## src/rtl/serial_subtractor_pkg.sv

```systemverilog
// Shared definitions for the bit-serial subtractor: FSM state encoding and
// the bit-counter width helper.
package serial_subtractor_pkg;

    typedef enum logic [1:0] {
        ST_IDLE = 2'd0,
        ST_RUN  = 2'd1,
        ST_DONE = 2'd2
    } state_t;

    // Counter must index 0..width-1; never narrower than one bit.
    function automatic int cnt_width(input int width);
        return (width > 2) ? $clog2(width) : 1;
    endfunction

endpackage

```

## src/rtl/serial_subtractor_bit_cell.sv

```systemverilog
// One-bit full-subtractor cell: d = x - y - bin, with borrow out.
module sub_bit_cell (
    input  logic x,
    input  logic y,
    input  logic bin,
    output logic d,
    output logic bout
);

    assign d    = x ^ y ^ bin;
    assign bout = (~x & y) | (~(x ^ y) & bin);

endmodule

```

## src/rtl/serial_subtractor.sv

```systemverilog
// Bit-serial WIDTH-bit subtractor: a - b - borrow_in, one bit per clock,
// LSB first, with results presented alongside a one-cycle done pulse.
module serial_subtractor
    import serial_subtractor_pkg::*;
#(
    parameter int WIDTH = 8
) (
    input  logic             clk,
    input  logic             rst_n,
    input  logic             start,
    input  logic [WIDTH-1:0] a,
    input  logic [WIDTH-1:0] b,
    input  logic             borrow_in,
    output logic             busy,
    output logic             done,
    output logic [WIDTH-1:0] diff,
    output logic             borrow_out,
    output logic             zero
);

    localparam int           CW   = cnt_width(WIDTH);
    localparam logic [CW-1:0] LAST = CW'(WIDTH - 1);

    state_t           state_q;
    state_t           state_d;
    logic [WIDTH-1:0] a_sr;
    logic [WIDTH-1:0] b_sr;
    logic [WIDTH-1:0] res_sr;
    logic [WIDTH-1:0] res_next;
    logic [CW-1:0]    cnt;
    logic             brw;
    logic             step_d;
    logic             step_bout;
    logic             accept;
    logic             last_step;

    sub_bit_cell u_cell (
        .x    (a_sr[0]),
        .y    (b_sr[0]),
        .bin  (brw),
        .d    (step_d),
        .bout (step_bout)
    );

    // A new request is taken in IDLE and also in DONE (back-to-back).
    assign accept    = start && (state_q != ST_RUN);
    assign last_step = (state_q == ST_RUN) && (cnt == LAST);
    assign res_next  = {step_d, res_sr[WIDTH-1:1]};

    assign busy = (state_q == ST_RUN);
    assign done = (state_q == ST_DONE);

    always_ff @(posedge clk or negedge rst_n) begin
        if (!rst_n) begin
            state_q <= ST_IDLE;
        end else begin
            state_q <= state_d;
        end
    end

    always_comb begin
        state_d = state_q;
        case (state_q)
            ST_IDLE: if (start)     state_d = ST_RUN;
            ST_RUN:  if (last_step) state_d = ST_DONE;
            ST_DONE: state_d = start ? ST_RUN : ST_IDLE;
            default: state_d = ST_IDLE;
        endcase
    end

    always_ff @(posedge clk or negedge rst_n) begin
        if (!rst_n) begin
            a_sr       <= '0;
            b_sr       <= '0;
            res_sr     <= '0;
            brw        <= 1'b0;
            cnt        <= '0;
            diff       <= '0;
            borrow_out <= 1'b0;
            zero       <= 1'b0;
        end else begin
            if (accept) begin
                a_sr <= a;
                b_sr <= b;
                brw  <= borrow_in;
                cnt  <= '0;
            end else if (state_q == ST_RUN) begin
                a_sr   <= {1'b0, a_sr[WIDTH-1:1]};
                b_sr   <= {1'b0, b_sr[WIDTH-1:1]};
                brw    <= step_bout;
                res_sr <= res_next;
                cnt    <= cnt + 1'b1;
            end
            // Visible outputs only move on the edge that enters DONE.
            if (last_step) begin
                diff       <= res_next;
                borrow_out <= step_bout;
                zero       <= (res_next == '0);
            end
        end
    end

endmodule

```

## config.mk

```make
export PLATFORM = sky130hd
export DESIGN_NAME = serial_subtractor
export DESIGN_NICKNAME = d
export VERILOG_FILES = /design/src/rtl/serial_subtractor_pkg.sv /design/src/rtl/serial_subtractor_bit_cell.sv /design/src/rtl/serial_subtractor.sv
export SDC_FILE = /design/constraint.sdc
export NUM_CORES = 1
export LEC_CHECK = 0
export BUFFER_PORTS_ARGS = -buffer_cell sky130_fd_sc_hd__buf_2
export CAP_MARGIN = 5
export CORE_MARGIN = 2
export CORE_UTILIZATION = 55
export CTS_BUF_LIST = sky130_fd_sc_hd__clkbuf_8
export DETAILED_ROUTE_END_ITERATION = 8
export PLACE_DENSITY = 0.75
export SKIP_CTS_REPAIR_TIMING = 1
export SYNTH_ARGS = -nofsm -noshare
export SYNTH_HDL_FRONTEND = slang
export SYNTH_HIERARCHICAL = 1
export SYNTH_SLANG_ARGS = --single-unit
```

## constraint.sdc

```tcl
create_clock -name clk -period 4.5 [get_ports clk]
set_input_delay 0.675 -clock clk [delete_from_list [all_inputs] [get_ports clk]]
set_output_delay 0.675 -clock clk [all_outputs]
set_load 0.01 [all_outputs]
```

Yosys cells after proc, flatten, opt, wreduce, memory -nomap -nowiden. Cells that the tools add are included.

Add/subtract/negate cells: 1. Equal/unequal tests: 6. Muxes and demuxes: 12. Bitwise operators: 8. Reduce and logical (&&, ||, !) cells: 7.

Operators by type and width (count): 8-bit 2-to-1 mux (4); 8-bit logical NOT (1); 3-bit 2-to-1 mux (2); 2-bit one-hot mux with 3 select lines (1); 2-bit 2-to-1 mux (2); 2-bit by 1-bit inequality test with 1-bit output, second input constant (2); 2-bit AND reduction (2); 3-bit by 1-bit adder with 3-bit output, second input constant (1); 3-bit equality test, second input constant (1); 1-bit 2-to-1 mux (3); 1-bit NOT (3); 1-bit bitwise AND (2); 2-bit by 1-bit equality test with 1-bit output, second input constant (1); 2-bit equality test, second input constant (1); 1-bit logical AND (2); 2-bit logical NOT (1); 2-bit inequality test, second input constant (1); 2-bit nonzero test (1); 1-bit bitwise XOR (2); 1-bit OR (1).

Bits in registers: 40. Input port bits: 20. Output and inout port bits: 12. Word-level logic and storage cells: 43.

Logic depth before layout (Yosys ltp). Gate-level depths: netlist of the first run.

Depth after elaboration: 6. Mapped depth: 6. Gate-level depth less buffers: 5.

Modules after synthesis. The synthesis of the first run kept the hierarchy.

By module, submodules not included: serial_subtractor (instances 1, cells an instance 134, area an instance 1694.1 um^2, seq. area each 975.9 um^2); sub_bit_cell (instances 1, cells an instance 4, area an instance 31.3 um^2, seq. area each 0.0 um^2).

Least setup slack after synthesis of the first run. Ideal clock, no wire load.

Kind: register -> output. Start point: register state_q[0]. End point: output busy. Data arrival time: 0.820 ns. Required time: 3.825 ns. Setup slack: 3.005 ns. Cell stages (with the launch flop): 4. Buffers on the path: 2. Cells stage by stage: dfrtp_1 nor2b_2 buf_6 buf_4.

Longest elaborated chain between the ends: 1.

RTL lines: start: declaration (RTL line serial_subtractor.sv:24) `state_t state_q;`; start signal: assignment (RTL line serial_subtractor.sv:57) `state_q <= state_d;`; 2-bit by 1-bit equality test with 1-bit output (RTL line serial_subtractor.sv:50) `assign busy = (state_q == ST_RUN);`; end: declaration (RTL line serial_subtractor.sv:14) `output logic busy,`.

No other way between the ends.

Final worst setup path of the first run. Same ends and word-level chain as after synthesis.

==> results_tabular.tex, run 1 <==
\begin{tabular}{lr}
\hline
Metric & Value \\
\hline
\multicolumn{2}{l}{\textbf{Logic synthesis}} \\
Adder-Cell Fraction of Synth Area & under 10\% \\
Main combinational cell family by area after synthesis & multiplexers \\
Yosys Warn Count & 6 \\
Post-Synth Simple-Gate Area & under 10\% \\
Share of synthesized area spent on multiplexers & between 20\% and 30\% \\
Sequential area share after synthesis & 56.6\% \\
Mean instance size in the synthesized netlist & 12.5 µm² \\
Synthesized flop and latch total & 39 \\
Fraction of the mapped netlist area in compound gates & under 10\% \\
Synth Net Count & 161 \\
Post-synthesis instance area & roughly 1700 µm² \\
Xor and xnor area share after synthesis & 0\% \\
Instance count of the mapped netlist & 138 \\
Netlist cell types & 20 \\
\multicolumn{2}{l}{\textbf{Critical path}} \\
Startpoint-to-endpoint class of the critical path & flop to primary output \\
Critical Path Start Type & flop \\
Cell with the biggest individual delay on the critical path & nor2b\_4 \\
Depth of the worst register-to-register path & 4 \\
Largest fanout on the critical path & between 40 and 50 \\
CP peak stage delay & between 0.8 and 0.9 ns \\
Launch instance of the worst register-to-register path & cnt[0] \\
Worst endpoint required time & roughly 3.8 ns \\
Worst Path Arrival & $\sim$1.8 ns \\
Worst R2R Setup Slack & between 2 and 3 ns \\
Setup crit start & state\_q[0] \\
Setup crit end kind & primary output \\
Reg2Reg Capture Point & diff[0] \\
End point of the critical path & busy \\
Critical path cell sequence & nor2b\_4, buf\_2 \\
\multicolumn{2}{l}{\textbf{CTS}} \\
Number of clock sinks seen by CTS & 39 \\
Maximum root-to-sink buffer count & 2 \\
CTS tree & done \\
Clock-pin transition on the worst setup and hold timing paths & around 0.07 ns \\
Master cell of the clock root buffer & clkbuf\_8 \\
CTS H-Tree Depth & 2 \\
Insertion delay to the later sink of the worst-skew pair & 0.28 ns \\
Num CTS Buffers & 5 \\
\multicolumn{2}{l}{\textbf{Power}} \\
Worst IR Drop VDD & roughly 350 µV \\
Power per unit of standard cell area & between 600 and 700 nW/µm² \\
Overall power of the completed layout & between 1000 and 1500 µW \\
Leakage power figure & approximately 0.00099 µW \\
\multicolumn{2}{l}{\textbf{Drt}} \\
Average wire per cell in the routed design & $\sim$13 µm \\
Routed wire length & about 2700 µm \\
Antenna violation net count after detailed routing & 0 \\
Vias/cell & 5.07 \\
DRC violations left & 0 \\
Iteration-0 DRC count of the detailed router & slightly below 80 \\
Routed via count & 1,069 \\
Pre-Repair DR Iteration Count & 4 \\
\multicolumn{2}{l}{\textbf{Timing}} \\
Number of hold-slack violations in the final timing report & 0 \\
Setup violations, final & 0 \\
Total negative slack & 0 ns \\
RSZ-0062 raised after global routing & false \\
Fmax & 0.408 GHz \\
Slew at the pin closest to its max-slew limit & roughly 0.99 ns \\
Clock period minus worst slack & 2.45 ns \\
Final-layout worst hold slack & 0.490 ns \\
Share of the clock period used by the worst path after layout & a little over half \\
Final clock skew & between 0.002 and 0.003 ns \\
Number of slew-limit violations in the final report & 0 \\
Worst relative slew slack & between 30\% and 40\% \\
\multicolumn{2}{l}{\textbf{Global routing}} \\
GRT Util Overall & 16.8\% \\
Antenna violations before repair & 0 \\
Wire length of the first global-routing pass & 4410 µm \\
Maximum number of pins on one net before global-route repair & 48 \\
Vias in the first global route & around 990 \\
Total congestion overflow after global routing & 0 \\
\multicolumn{2}{l}{\textbf{Floorplan}} \\
Cell row count & 20 \\
Chip Width & $\sim$60 µm \\
Initial Utilization & between 50 and 60\% \\
I/O pin cnt & 32 \\
Core ar. & 3030 µm² \\
Die footprint & about 3600 µm² \\
Vertical die dimension & between 60 and 70 µm \\
\multicolumn{2}{l}{\textbf{Layout}} \\
Post-layout instance count excluding filler cells & approximately 210 \\
Multi-input gate area in the final layout & roughly 660 µm² \\
Final instance area & about 2000 µm² \\
Count of nets after finishing & 191 \\
Area grow syn2layout & 12.5\% \\
Sequential cell area & about 980 µm² \\
Fraction of final layout cells sized beyond drive strength 1 & about 29\% \\
Number of antenna cells inserted & 0 \\
Number of fill cells in the layout & between 200 and 250 \\
\multicolumn{2}{l}{\textbf{Place}} \\
Post-DP HPWL & between 1500 and 2000 µm \\
Final weighted congestion in routability-driven placement & between 0.7 and 0.8 \\
Placed cell areas & 1870 µm² \\
Placed cells & 205 \\
IO buf count & 31 \\
\multicolumn{2}{l}{\textbf{Hold path}} \\
Class of the tightest hold or removal check & flop to flop \\
Depth of the worst hold-timing path & 2 \\
\multicolumn{2}{l}{\textbf{Run}} \\
Max-cap viol count & 0 \\
\multicolumn{2}{l}{\textbf{Run status}} \\
Outcome & finished clean \\
\hline
\end{tabular}
Yosys cell counts:
master    count  share of area, %
nand3b_1      1              0.44
ha_1          2               1.5
mux2i_1      17               9.9
o22ai_1       1              0.36
mux2_4        7               6.1
nor2b_2       1              0.51
dfrtp_1      39                57
buf_6         3               2.0
mux2_1        7               4.6
buf_4         5               2.2
nor4_1        2              0.73
o21ai_0       1              0.29
nand2_1      21               4.6
mux2_2        3               2.0
fa_1          1               1.2
o21ai_1      17               4.9
inv_2         1              0.22
and2b_1       1              0.44
inv_1         5               1.1
nor2_1        3              0.65
final cells by class:
type,instances,share of cell area (%)
Clock buffer,5,3.54
Inverter,6,1.16
Sequential cell,39,50.3
Multi-Input combinational cell,85,34.0
Clock inverter,1,0.193
Timing Repair Buffer,31,7.99
Tap cell,44,2.84
cell usage in the layout, fill, tap and decap left out:
cell type and count:
and2b_1 1, buf_2 31, clkbuf_8 5, dfrtp_1 39
fa_1 1, ha_1 2, inv_1 6, inv_2 1
mux2_1 7, mux2_2 3, mux2_4 7, mux2i_1 17
nand2_1 21, nand3b_1 1, nor2_1 3, nor2b_4 1
nor4_1 2, o21ai_0 1, o21ai_1 17, o22ai_1 1
worst min path at each step:
stage,end,from
after floorplan,a_sr[0],rst_n
after global placement,zero,zero
after detailed placement,zero,zero
after CTS,zero,zero
after global routing,zero,zero
final,a_sr[2],a_sr[3]
worst max-delay path: cells and delay by family (launching register included):
| family | cells | cell delay, ns |
|---|---|---|
| AND/OR/NAND/NOR | 1 | 0.84 |
| buffers and inverters | 1 | 0.27 |
| flip-flops | 1 | 0.39 |
power by group:
| part | internal (µW) | total (µW) | switching, µW | leakage (µW) |
|---|---|---|---|---|
| sequential | 505 | 602 | 97.3 | 0.000482 |
| combinational | 219 | 440 | 221 | 0.000472 |
| clock | 101 | 206 | 105 | 0.0000413 |
| total | 825 | 1250 | 423 | 0.000995 |
flip-flops by register name (all words and copies together) (netlist names):
register,flops
res_sr,7
brw,1
b_sr,8
diff,8
a_sr,8
zero,1
state_q,2
cnt,3
borrow_out,1
metrics by stage:
stage / utilization, % / setup WS [ns]
final: 64.1 / 2.05
after global routing: 64.1 / 1.90
after CTS: 64.1 / 2.05
after detailed placement: 61.7 / 2.36
after global placement: 61.7 / 2.42
after floorplan: - / 3.01
logic make-up (layout without fill, tap and decap cells):
kind of cell	after synthesis	in the layout
compound gates	19	19
simple gates	29	29
mux	34	34
fa+ha+maj	3	3
flops	39	39
buf+inv	14	43
per-layer routing:
metal / up-vias / routed length, µm / part of all wire, % / GRT usage [%]
met2: 18 / 1320 / 48 / 25.8
li1: 524 / - / - / -
met3: 5 / 93 / 3.4 / 4.55
met4: 0 / 41 / 1.5 / 7.62
met1: 522 / 1280 / 47 / 22.3
met5: - / 0 / 0 / 0
(Power assumes the default switching activity.)
==> inputs of run 2 (changes only) <==
--- a/config.mk
+++ b/config.mk
@@ -8,10 +8,10 @@
 export BUFFER_PORTS_ARGS = -buffer_cell sky130_fd_sc_hd__buf_2
 export CAP_MARGIN = 5
 export CORE_MARGIN = 2
-export CORE_UTILIZATION = 55
+export CORE_UTILIZATION = 51
 export CTS_BUF_LIST = sky130_fd_sc_hd__clkbuf_8
 export DETAILED_ROUTE_END_ITERATION = 8
-export PLACE_DENSITY = 0.75
+export PLACE_DENSITY = 0.73
 export SKIP_CTS_REPAIR_TIMING = 1
 export SYNTH_ARGS = -nofsm -noshare
 export SYNTH_HDL_FRONTEND = slang
==> constraint.sdc (replaced) <==
create_clock -name clk -period 2.1 [get_ports clk]
set_input_delay 0.315 -clock clk [delete_from_list [all_inputs] [get_ports clk]]
set_output_delay 0.315 -clock clk [all_outputs]
set_load 0.01 [all_outputs]
==> results_tabular.tex, run 2 (synthesis gave the netlist of run 1 again) <==
\begin{tabular}{lr}
\hline
Metric & Value \\
\hline
\multicolumn{2}{l}{\textbf{Drt}} \\
Antenna violation net count after detailed routing & 0 \\
Pre-Repair DR Iteration Count & 4 \\
Routed via count & roughly 1,100 \\
Routed wire length & about 2700 µm \\
Average wire per cell in the routed design & 12.4 µm \\
Iteration-0 DRC count of the detailed router & 33 \\
Vias/cell & 4.89 \\
DRC violations left & 0 \\
\multicolumn{2}{l}{\textbf{Critical path}} \\
Worst R2R Setup Slack & approximately 0.50 ns \\
Largest fanout on the critical path & 26 \\
Cell with the biggest individual delay on the critical path & nor2b\_4 \\
Reg2Reg Capture Point & borrow\_out \\
Launch instance of the worst register-to-register path & cnt[0] \\
Setup crit end kind & primary output \\
Critical Path Start Type & flop \\
Depth of the worst register-to-register path & 5 \\
Worst Path Arrival & roughly 1.5 ns \\
Cell class contributing the biggest share of worst-path delay & simple AND/OR/NAND/NOR gates \\
Setup crit start & state\_q[0] \\
Critical path cell sequence & nor2b\_4, buf\_2 \\
CP peak stage delay & between 0.5 and 0.6 ns \\
Worst endpoint required time & $\sim$1.8 ns \\
Startpoint-to-endpoint class of the critical path & flop to primary output \\
Critical path buffer and inverter count & 1 \\
\multicolumn{2}{l}{\textbf{Power}} \\
Power per unit of standard cell area & 1430 nW/µm² \\
Worst IR Drop VDD & between 600 and 700 µV \\
Overall power of the completed layout & $\sim$2900 µW \\
Leakage power figure & around 0.001 µW \\
\multicolumn{2}{l}{\textbf{Layout}} \\
Area grow syn2layout & 16.2\% \\
Count of nets after finishing & around 190 \\
Fraction of final layout cells sized beyond drive strength 1 & between 30\% and 40\% \\
Final instance area & about 2000 µm² \\
Top Registers & a\_sr (8), b\_sr (8), diff (8) \\
Number of antenna cells inserted & 0 \\
Post-layout instance count excluding filler cells & between 200 and 250 \\
Most common cell after layout, fill and taps aside & dfrtp\_1 \\
Highest-count cells in the layout ignoring fill and taps & dfrtp\_1 (39), buf\_2 (31), nand2\_1 (21) \\
\multicolumn{2}{l}{\textbf{Place}} \\
Final weighted congestion in routability-driven placement & $\sim$0.72 \\
IO buf count & 31 \\
Placed cells & approximately 210 \\
Placed cell areas & 1890 µm² \\
Worst slack after detailed placement & 0.514 ns \\
Post-DP HPWL & 1920 µm \\
\multicolumn{2}{l}{\textbf{Timing}} \\
Clock period minus worst slack & 1.77 ns \\
Number of slew-limit violations in the final report & 0 \\
Slew at the pin closest to its max-slew limit & between 0.8 and 0.9 ns \\
Share of the clock period used by the worst path after layout & between 80\% and 90\% \\
Total negative slack & 0 ns \\
Final clock skew & between 0.006 and 0.007 ns \\
Number of hold-slack violations in the final timing report & 0 \\
Fmax & $\sim$0.56 GHz \\
Worst relative slew slack & between 40\% and 50\% \\
Setup slack after layout & between 0.3 and 0.4 ns \\
RSZ-0062 raised after global routing & false \\
Setup violations, final & 0 \\
\multicolumn{2}{l}{\textbf{CTS}} \\
Insertion delay to the later sink of the worst-skew pair & between 0.2 and 0.3 ns \\
Number of clock sinks seen by CTS & 39 \\
Maximum root-to-sink buffer count & 2 \\
CTS tree & done \\
Num CTS Buffers & 5 \\
CTS H-Tree Depth & 2 \\
Master cell of the clock root buffer & clkbuf\_8 \\
Clock-pin transition on the worst setup and hold timing paths & 0.07 ns \\
\multicolumn{2}{l}{\textbf{Floorplan}} \\
Vertical die dimension & $\sim$62 µm \\
Die footprint & 3860 µm² \\
I/O pin cnt & 32 \\
Core ar. & $\sim$3300 µm² \\
Chip Width & 62.2 µm \\
Cell row count & 21 \\
Initial Utilization & between 50\% and 60\% \\
\multicolumn{2}{l}{\textbf{Hold path}} \\
Class of the tightest hold or removal check & primary input to asynchronous set/reset pin \\
\multicolumn{2}{l}{\textbf{Global routing}} \\
Total congestion overflow after global routing & 0 \\
Maximum number of pins on one net before global-route repair & 40 \\
Wire length of the first global-routing pass & $\sim$4700 µm \\
Antenna violations before repair & 0 \\
GRT Util Overall & 15.9\% \\
Vias in the first global route & just over 1,000 \\
\multicolumn{2}{l}{\textbf{Run status}} \\
Outcome & finished clean \\
\multicolumn{2}{l}{\textbf{Run}} \\
Max-cap viol count & 0 \\
\hline
\end{tabular}
-- run 2: cell count changes in the layout (fill, tap and decap cells not counted), sizes merged --
cell / previous run / this run
buf: 31 / 33
bufinv: 0 / 1
clkbuf: 5 / 6
clkinv: 0 / 1
inv: 7 / 6
-- run 2: worst max-delay path by stage --
stage	to	slack, ns	depth (start not counted)
after global placement	borrow_out	0.59	5
after global routing	busy	0.21	2
after CTS	busy	0.31	2
after detailed placement	borrow_out	0.51	5
after floorplan	diff[1]	0.64	5
final	busy	0.33	2
-- run 2: area by class of cell --
type,instances,area [µm²]
clock buffer,6,82.6
timing repair buffer,33,170
clock inverter,2,35.0
multi-input combinational,85,661
sequential,39,976
fill,262,1280
inverter,6,22.5
tap,46,57.6
-- run 2: through the flow --
| step | utilization, % | hold slack (ns) |
|---|---|---|
| 4_1_cts | 61.0 | 0.144 |
| 5_1_grt | 61.0 | 0.187 |
| 2_1_floorplan | - | 0.0194 |
| 6_report | 61.0 | 0.118 |
| 3_5_place_dp | 57.4 | 0.458 |
| 3_3_place_gp | 57.4 | 0.455 |
-- run 2: report_power, final --
group	leakage (µW)	switching, µW	total [µW]	internal, µW
Combinational	0.000480	468	952	483
Sequential	0.000482	207	1290	1080
Clock	0.0000612	249	633	384
Total	0.00102	923	2870	1950
-- run 2: worst register-to-register path, cell delays in order, from the launching register on --
cell      delay [ns]
dfrtp_1         0.39
ha_1            0.21
ha_1            0.20
nand3b_1        0.09
buf_4           0.23
mux2_2          0.37
-- run 2: layer usage --
metal	vias up	wire, µm	global-route usage (%)
met5	-	0	0
met4	0	53	7.50
met3	6	116	5.80
met2	18	1290	24.7
met1	509	1230	19.8
li1	529	-	-
